<file path="src/rtl/memory_port_arbiter_if.sv">
// Bundle of the pipeline-side and memory-side signals around the shared memory port.
// The slave modport is the arbiter's view; the master modport is the core + memory view.
// Pure wiring, no state.
interface memory_port_arbiter_if;
  // instruction fetch side
  logic        instruction_request_i;
  logic        flush_bus_i;
  logic [31:0] instruction_addr_i;
  logic        instruction_response_o;
  logic [31:0] instruction_data_o;
  // data access side
  logic        data_read_request_i;
  logic        data_write_request_i;
  logic [31:0] data_addr_i;
  logic [31:0] data_write_data_i;
  logic [3:0]  data_strobe_i;
  logic        data_response_o;
  logic [31:0] data_read_data_o;
  // memory side
  logic        mem_read_o;
  logic        mem_write_o;
  logic [31:0] mem_addr_o;
  logic [31:0] mem_write_data_o;
  logic [3:0]  mem_strobe_o;
  logic        mem_ack_i;
  logic [31:0] mem_read_data_i;

  modport slave (
    input  instruction_request_i, flush_bus_i, instruction_addr_i,
    output instruction_response_o, instruction_data_o,
    input  data_read_request_i, data_write_request_i, data_addr_i, data_write_data_i, data_strobe_i,
    output data_response_o, data_read_data_o,
    output mem_read_o, mem_write_o, mem_addr_o, mem_write_data_o, mem_strobe_o,
    input  mem_ack_i, mem_read_data_i
  );

  modport master (
    output instruction_request_i, flush_bus_i, instruction_addr_i,
    input  instruction_response_o, instruction_data_o,
    output data_read_request_i, data_write_request_i, data_addr_i, data_write_data_i, data_strobe_i,
    input  data_response_o, data_read_data_o,
    input  mem_read_o, mem_write_o, mem_addr_o, mem_write_data_o, mem_strobe_o,
    output mem_ack_i, mem_read_data_i
  );
endinterface

</file>
<file path="src/rtl/memory_port_arbiter.sv">
// Shares one 32-bit memory port between instruction fetch and data access, one transaction at a time.
// Latency: command rises the cycle after grant; response pulses the cycle after mem_ack_i.
// Backpressure: requests are levels held until their response; memory stalls by withholding mem_ack_i.
module memory_port_arbiter #(
  parameter int STARVATION_LIMIT = 4
) (
  input  logic clk,
  input  logic rst_n,
  memory_port_arbiter_if.slave bus
);

  localparam int CW = $clog2(STARVATION_LIMIT + 1);
  localparam logic [CW-1:0] LIMIT_C = CW'(STARVATION_LIMIT);

  typedef enum logic [1:0] {
    IDLE  = 2'd0,
    FETCH = 2'd1,
    DATA  = 2'd2
  } state_t;

  state_t        state;
  logic [CW-1:0] starve_cnt;
  logic          drop;

  logic data_req;
  logic fetch_forced;
  logic fetch_win;

  // Data normally wins; a fetch that has waited out LIMIT data grants is forced through.
  // A flush in the arbitration cycle blocks any fetch grant but never a data grant.
  assign data_req     = bus.data_read_request_i | bus.data_write_request_i;
  assign fetch_forced = bus.instruction_request_i && !bus.flush_bus_i && (starve_cnt == LIMIT_C);
  assign fetch_win    = fetch_forced || (bus.instruction_request_i && !bus.flush_bus_i && !data_req);

  // Single FSM: arbitration, memory command registers and response pulses.
  always_ff @(posedge clk) begin
    if (!rst_n) begin
      state                      <= IDLE;
      starve_cnt                 <= '0;
      drop                       <= 1'b0;
      bus.instruction_response_o <= 1'b0;
      bus.instruction_data_o     <= '0;
      bus.data_response_o        <= 1'b0;
      bus.data_read_data_o       <= '0;
      bus.mem_read_o             <= 1'b0;
      bus.mem_write_o            <= 1'b0;
      bus.mem_addr_o             <= '0;
      bus.mem_write_data_o       <= '0;
      bus.mem_strobe_o           <= '0;
    end else begin
      bus.instruction_response_o <= 1'b0;
      bus.data_response_o        <= 1'b0;
      case (state)
        IDLE: begin
          if (fetch_win) begin
            state                <= FETCH;
            starve_cnt           <= '0;
            bus.mem_read_o       <= 1'b1;
            bus.mem_write_o      <= 1'b0;
            bus.mem_addr_o       <= bus.instruction_addr_i;
            bus.mem_write_data_o <= '0;
            bus.mem_strobe_o     <= 4'hF;
          end else if (data_req) begin
            state                <= DATA;
            // read+write together is a store
            bus.mem_read_o       <= !bus.data_write_request_i;
            bus.mem_write_o      <= bus.data_write_request_i;
            bus.mem_addr_o       <= bus.data_addr_i;
            bus.mem_write_data_o <= bus.data_write_request_i ? bus.data_write_data_i : 32'h0;
            bus.mem_strobe_o     <= bus.data_write_request_i ? bus.data_strobe_i : 4'hF;
            if (bus.instruction_request_i && (starve_cnt != LIMIT_C)) begin
              starve_cnt <= starve_cnt + CW'(1);
            end
          end
        end
        FETCH: begin
          if (bus.flush_bus_i) begin
            drop <= 1'b1;
          end
          if (bus.mem_ack_i) begin
            state          <= IDLE;
            drop           <= 1'b0;
            bus.mem_read_o <= 1'b0;
            // a flush seen at any point of the fetch, ack cycle included, swallows the reply
            if (!drop && !bus.flush_bus_i) begin
              bus.instruction_response_o <= 1'b1;
              bus.instruction_data_o     <= bus.mem_read_data_i;
            end
          end
        end
        DATA: begin
          if (bus.mem_ack_i) begin
            state               <= IDLE;
            bus.mem_read_o      <= 1'b0;
            bus.mem_write_o     <= 1'b0;
            bus.data_response_o <= 1'b1;
            if (!bus.mem_write_o) begin
              bus.data_read_data_o <= bus.mem_read_data_i;
            end
          end
        end
        default: state <= IDLE;
      endcase
    end
  end

endmodule

</file>
<file path="src/flat_wrapper.sv">
// flat-port wrapper written by rule: the top's interface ports become plain ports
module memory_port_arbiter_flat 
#(
  parameter int STARVATION_LIMIT = 4
)
  (clk, rst_n, bus_instruction_request_i, bus_flush_bus_i, bus_instruction_addr_i, bus_instruction_response_o, bus_instruction_data_o, bus_data_read_request_i, bus_data_write_request_i, bus_data_addr_i, bus_data_write_data_i, bus_data_strobe_i, bus_data_response_o, bus_data_read_data_o, bus_mem_read_o, bus_mem_write_o, bus_mem_addr_o, bus_mem_write_data_o, bus_mem_strobe_o, bus_mem_ack_i, bus_mem_read_data_i);
  memory_port_arbiter_if bus_i ();
  input  logic clk;
  input  logic rst_n;
  input wire logic [$bits(bus_i.instruction_request_i)-1:0] bus_instruction_request_i;
  input wire logic [$bits(bus_i.flush_bus_i)-1:0] bus_flush_bus_i;
  input wire logic [$bits(bus_i.instruction_addr_i)-1:0] bus_instruction_addr_i;
  output wire logic [$bits(bus_i.instruction_response_o)-1:0] bus_instruction_response_o;
  output wire logic [$bits(bus_i.instruction_data_o)-1:0] bus_instruction_data_o;
  input wire logic [$bits(bus_i.data_read_request_i)-1:0] bus_data_read_request_i;
  input wire logic [$bits(bus_i.data_write_request_i)-1:0] bus_data_write_request_i;
  input wire logic [$bits(bus_i.data_addr_i)-1:0] bus_data_addr_i;
  input wire logic [$bits(bus_i.data_write_data_i)-1:0] bus_data_write_data_i;
  input wire logic [$bits(bus_i.data_strobe_i)-1:0] bus_data_strobe_i;
  output wire logic [$bits(bus_i.data_response_o)-1:0] bus_data_response_o;
  output wire logic [$bits(bus_i.data_read_data_o)-1:0] bus_data_read_data_o;
  output wire logic [$bits(bus_i.mem_read_o)-1:0] bus_mem_read_o;
  output wire logic [$bits(bus_i.mem_write_o)-1:0] bus_mem_write_o;
  output wire logic [$bits(bus_i.mem_addr_o)-1:0] bus_mem_addr_o;
  output wire logic [$bits(bus_i.mem_write_data_o)-1:0] bus_mem_write_data_o;
  output wire logic [$bits(bus_i.mem_strobe_o)-1:0] bus_mem_strobe_o;
  input wire logic [$bits(bus_i.mem_ack_i)-1:0] bus_mem_ack_i;
  input wire logic [$bits(bus_i.mem_read_data_i)-1:0] bus_mem_read_data_i;
  assign bus_i.instruction_request_i = bus_instruction_request_i;
  assign bus_i.flush_bus_i = bus_flush_bus_i;
  assign bus_i.instruction_addr_i = bus_instruction_addr_i;
  assign bus_instruction_response_o = bus_i.instruction_response_o;
  assign bus_instruction_data_o = bus_i.instruction_data_o;
  assign bus_i.data_read_request_i = bus_data_read_request_i;
  assign bus_i.data_write_request_i = bus_data_write_request_i;
  assign bus_i.data_addr_i = bus_data_addr_i;
  assign bus_i.data_write_data_i = bus_data_write_data_i;
  assign bus_i.data_strobe_i = bus_data_strobe_i;
  assign bus_data_response_o = bus_i.data_response_o;
  assign bus_data_read_data_o = bus_i.data_read_data_o;
  assign bus_mem_read_o = bus_i.mem_read_o;
  assign bus_mem_write_o = bus_i.mem_write_o;
  assign bus_mem_addr_o = bus_i.mem_addr_o;
  assign bus_mem_write_data_o = bus_i.mem_write_data_o;
  assign bus_mem_strobe_o = bus_i.mem_strobe_o;
  assign bus_i.mem_ack_i = bus_mem_ack_i;
  assign bus_i.mem_read_data_i = bus_mem_read_data_i;
  memory_port_arbiter #(.STARVATION_LIMIT(STARVATION_LIMIT)) u_core (.clk(clk), .rst_n(rst_n), .bus(bus_i));
endmodule
</file>
<file path="config.mk">
export PLATFORM = sky130hd
export DESIGN_NAME = memory_port_arbiter_flat
export DESIGN_NICKNAME = d
export VERILOG_FILES = /design/src/rtl/memory_port_arbiter_if.sv /design/src/rtl/memory_port_arbiter.sv /design/src/flat_wrapper.sv
export SDC_FILE = /design/constraint.sdc
export NUM_CORES = 1
export LEC_CHECK = 0
export ABC_AREA = 1
export CORE_UTILIZATION = 42
export DETAILED_ROUTE_END_ITERATION = 16
export PLACE_DENSITY_LB_ADDON = 0.3
export SLEW_MARGIN = 20
export SYNTH_ARGS = -nofsm -noshare
export SYNTH_HDL_FRONTEND = slang
export SYNTH_SLANG_ARGS = --single-unit
</file>
<file path="constraint.sdc">
create_clock -name clk -period 1.7 [get_ports clk]
set_input_delay 0.17 -clock clk [delete_from_list [all_inputs] [get_ports clk]]
set_output_delay 0.17 -clock clk [all_outputs]
set_load 0.01 [all_outputs]
</file>
# Yosys cells after proc, flatten, opt, wreduce, memory -nomap -nowiden
# Cells that the tools add are included.
# totals
regBits	142
in_bits	139
elab_cells	75
# classes
n_addsub	1
n_eq_ne	7
n_mux	26
bitwise	2
reduce_logical	27
# ops
operator	n
$mux W32	5
$reduce_and A3 Y1	6
$mux W4	3
$reduce_bool A2 Y1	5
$mux W1	9
$mux W3	3
$reduce_and A2 Y1	4
$mux W2	3
$logic_and A1 B1 Y1	5
$logic_not A1 Y1	4
$pmux W1 S2	2
$pmux W2 S2	1
$add A3 B1 Y3 const B	1
$eq A3 B3 Y1 const B	1
$ne A3 B1 Y1 const B	1
$ne A3 B3 Y1 const B	1
$eq A2 B1 Y1 const B	1
$eq A2 B2 Y1 const B	1
$logic_not A2 Y1	1
$ne A2 B1 Y1 const B	1
$ne A2 B2 Y1 const B	1
$reduce_or A2 Y1	1
$logic_or A1 B1 Y1	1
$not A1 Y1	1
$or A1 B1 Y1	1

# Logic depth before layout (Yosys ltp)
# depth
depth_word	6
ltp_mapped	12

# Worst setup path after synthesis
# No wires, ideal clock.
# synth_timing
path_type	register to register
start	reg u_core.starve_cnt[0]
end	reg u_core.bus.mem_addr_o[11]
setup_time_ns	0.109
t_arrival_ns	1.314
required_ns	1.591
slack_ns	0.277
path_stages_with_launch	13
synth_period_minus_slack_ns	1.423
path_cell_list	dfxtp_1 > inv_1 > ha_1 > nand2_1 > nand2_4 > nand2_8 > inv_2 > buf_6 > buf_4 > nand2_1 > nand3_1 > nand2_1 > inv_1
# synth_via
elab_chain_len	5
word_cells_on_any_way	6
cone_classes	1 x eq/ne; 1 x mux; 4 x reduce/logical
# synth_lines
item	line	text
start, declared	memory_port_arbiter.sv:22	logic [CW-1:0] starve_cnt;
start signal, assigned	memory_port_arbiter.sv:72	starve_cnt <= starve_cnt + CW'(1);
$eq A3 B3 Y1 *	memory_port_arbiter.sv:32	assign fetch_forced = bus.instruction_request_i && !bus.flush_bus_i && (starve_cnt == LIMIT_C);
$logic_and A1 B1 Y1 *	memory_port_arbiter.sv:32	
$logic_or A1 B1 Y1 *	memory_port_arbiter.sv:33	assign fetch_win = fetch_forced || (bus.instruction_request_i && !bus.flush_bus_i && !data_req);
$reduce_bool A2 Y1 (no line)	-	
$reduce_and A2 Y1 (no line)	-	
end signal, assigned	memory_port_arbiter.sv:60	bus.mem_addr_o <= bus.instruction_addr_i;
end signal, assigned	memory_port_arbiter.sv:68	bus.mem_addr_o <= bus.data_addr_i;
end, declared	memory_port_arbiter_if.sv:33	output mem_read_o, mem_write_o, mem_addr_o, mem_write_data_o, mem_strobe_o,
# Mark *: on every way between the ends. The rest lies on a longest branch, timed or not.
# A chain may end at the register's enable or synchronous reset.

# Final worst setup path
# layout_timing
start	reg u_core.state[0]
end	reg u_core.bus.data_read_data_o[13]
# layout_via
elab_chain_len	2
# layout_lines
item	line	text
start, declared	memory_port_arbiter.sv:21	state_t state;
start signal, assigned	memory_port_arbiter.sv:38	state <= IDLE;
start signal, assigned	memory_port_arbiter.sv:56	state <= FETCH;
start signal, assigned	memory_port_arbiter.sv:64	state <= DATA;
$eq A2 B2 Y1	memory_port_arbiter.sv:53	case (state)
$reduce_and A3 Y1 (no line)	-	
end signal, assigned	memory_port_arbiter.sv:98	bus.data_read_data_o <= bus.mem_read_data_i;
end, declared	memory_port_arbiter_if.sv:32	output data_response_o, data_read_data_o,
# Every way passes these cells.

==> reports/results.env <==
STATUS='complete, no violations'
WORST_SETUP_EP_TYPE='flip-flop'
POWER_PER_CELL_AREA_mW_PER_MM2=981
INITIAL_UTILIZATION_PCT=43.1
HP-CLASS='in2reg'
PERIOD_NEEDED_NS=1.54
WORST-SETUP-PATH-TYPE='reg2reg'
CHIPWIDTH_UM=121
TOTAL_NETS_FINAL=1280
GLOBAL_ROUTE.OVERFLOW_TOTAL=0
FIN_TNS_SETUP_NS=0
SYNTH_AREA_MM2=0.00599
FMAX_MHz=648
SYNTH_WARNINGS=0
START_KIND='flip-flop'
GRT_ANTENNA_BEFORE_REPAIR=0
RR_WORST_DEPTH=8
R2R_SETUP_SLACK_NS=0.16
FINCLKSKEW_NS=0.00710
ROUTE.DETAILED.WL_PER_INST_UM=13.5
DR_TOTAL_VIAS=6205
TIMING.HOLD.WORST_PATH_DEPTH=3
CLKSINKCOUNT=142
H-TREE-DEPTH=4
TRITONCTS='built'
TOTAL_POWER_mW=9.45
CP_MAX_FO=32
CLOCKROOTBUFFER='clkbuf_16'
MAX-CLOCK-PATH-BUFFERS=2
REMAINING_DRC_ERRORS=0
DESIGN.CORE.AREA_MM2=0.0139
SYN-NUM-NETS=1011
INSERTEDDIODECOUNT=0
POSTSYNTHCELLCOUNT=866
DIE_HEIGHT_UM=121
DP_SLACK_NS=0.0180
DR.PASS1.ITERS=4
SYNTH_EDF_COUNT=0
TIMING.HOLD.WS_NS=0.137
CTS_BUFFERS=17
GRT_PASS1_WL_MM=28.7
DATA_ARRIVAL_TIME_OF_THE_CRITICAL_PATH_NS=1.85
CLK_LATENCY_NS=0.41
SETUP_SLACK_NS=0.156
IO-PIN-COUNT=275
DOMINANTREGCELLSYNTH='dfxtp_1'
FINALCRITPERIODSHARE_PCT=90.8
PLACEMENT.IO_BUFFERS=274
GR-USAGE-ALL-LAYERS_PCT=24.7
GP_CONGESTION=0.815
TOTALWIRELENGTH_MM=17.9
YOSYSSEQAREASHARE_PCT=47.5
DIE-AREA_MM2=0.0147
FINALCOREUTILIZATION_PCT=69.4
NUMBER_OF_HOLD_VIOLATIONS_IN_THE_FINAL_REPORT=0
ASYNC_FLOP_SHARE_PCT=0
SETUP_VIOL_COUNT_FINAL=0
GRT_START_MAX_NET_PINS=71
POSTLAYOUTCELLAREA_MM2=0.00964
TIMING.FINAL.MAX_SLEW_VIOLATIONS=0
WORST-SLEW-PIN-TRANSITION_NS=0.582
FINAL_ANTENNA_NET_COUNT=0
MAXSLEWHEADROOM_PCT=61.2
SYNTH_AREA_PER_CELL_UM2=6.92
SYNTHDISTINCTLIBCELLS=25
INSTANCES_NO_FILL=1328
CRITICAL_PATH_REQUIRED_NS=2.00
SYNTHTOLAYOUTAREAGROWTH_PCT=60.9
GRT_SETUP_UNREPAIRED='false'
DRT_ITER0_MARKERS=369
HPWL_MM=12.4
GRT_PASS1_VIAS=5879
ROWS=43
PLACED_AREA_MM2=0.00903
WORST_SETUP_HOLD_PATH_CLK_SLEW_NS=0.06
POSTSYNTHREGISTERBITS=142
DRV.MAX_CAP_VIOLATION_COUNT=0
ROUTE.DETAILED.VIAS_PER_INST=4.67
DP_CELLS=1296
STATIC-LEAKAGE-POWER_nW=4.15
IR_DROP_V=0.000882
CTS_HOLD_BUFFERS=0
LAYOUT-DRIVE-GT1-SHARE_PCT=8.36
cell usage in the layout, fill, tap and decap left out, types with 17 or more instances in the layout:
cell             Yosys  final
a21oi_1             32     32
buf_4                7     21
clkbuf_16            0     17
clkdlybuf4s50_1      0    273
dfxtp_1            142    142
inv_1               46     45
nand2_1            212    212
nand3_1             37     37
nor2_1             223    223
nor2_2              17     17
o21ai_0             71     71
critical path, stage by stage, from the launching register on:
cell and delay (ns):
dfxtp_1 0.34, inv_1 0.09, ha_1 0.18, nand2_1 0.09
nor2_1 0.23, inv_1 0.12, buf_12 0.19, nor2_1 0.13
nor2_1 0.06
kinds of logic after synthesis:
| family | after synthesis | share of synthesized area (%) |
|---|---|---|
| AOI/OAI and AO/OA | 111 | 9.86 |
| DFF | 142 | 47.5 |
| and+or+nand+nor | 500 | 33.6 |
| adders and majority gates | 6 | 1.25 |
| buffers and inverters | 107 | 7.85 |
repair_timing:
action | in CTS | in global routing
hold endpoints to repair | 0 | 0
resized for setup | 0 | 1
endpoints found under the setup margin | 0 | 1
buffers inserted | 0 | 0
synth_stat cells, types with 6 or more instances:
| library cell | n | area (µm²) |
|---|---|---|
| inv_1 | 46 | 173 |
| nand2_1 | 212 | 796 |
| ha_1 | 6 | 75.1 |
| buf_4 | 7 | 52.6 |
| buf_2 | 16 | 80.1 |
| inv_2 | 6 | 22.5 |
| o21ai_0 | 71 | 355 |
| a21oi_1 | 32 | 160 |
| nor2_2 | 17 | 106 |
| nor2_1 | 223 | 837 |
| nand3_1 | 37 | 185 |
| clkbuf_1 | 28 | 105 |
| dfxtp_1 | 142 | 2840 |
per-layer routing:
layer  vias up  global-route usage (%)  share of wire, %
li1       3224                       -                 -
met1      2733                    29.5                43
met2       212                    40.7                48
met3        36                    7.61               7.0
met4         0                    10.8               2.7
met5         -                       0                 0
registers in the layout (all words and copies together), names as in the netlist, 2 cells and up:
signal                         flops
u_core.bus.mem_addr_o             32
u_core.state                       2
u_core.starve_cnt                  3
u_core.bus.instruction_data_o     32
u_core.bus.data_read_data_o       32
u_core.bus.mem_strobe_o            4
u_core.bus.mem_write_data_o       32
layout make-up:
type,instances,area (µm²)
fill,1170,4240
multi-input combinational,617,2680
clock inverter,10,138
tap,180,225
timing repair buffer,305,3100
sequential,142,2840
clock buffer,22,464
inverter,52,195
worst paths after layout:
path,startpoint,to
max,u_core.state[0],u_core.bus.data_read_data_o[13]
min,rst_n,u_core.bus.mem_write_o
max reg2reg,u_core.state[0],u_core.bus.data_read_data_o[13]
min reg2reg,u_core.bus.mem_write_data_o[7],u_core.bus.mem_write_data_o[7]
power breakdown:
part,internal [mW],switching (mW),total [mW]
Sequential,3.58,0.129,3.71
Clock,2.38,1.41,3.79
Combinational,1.05,0.907,1.96
Total,7.01,2.44,9.45
No activity file was read; power rests on OpenSTA's default activity.
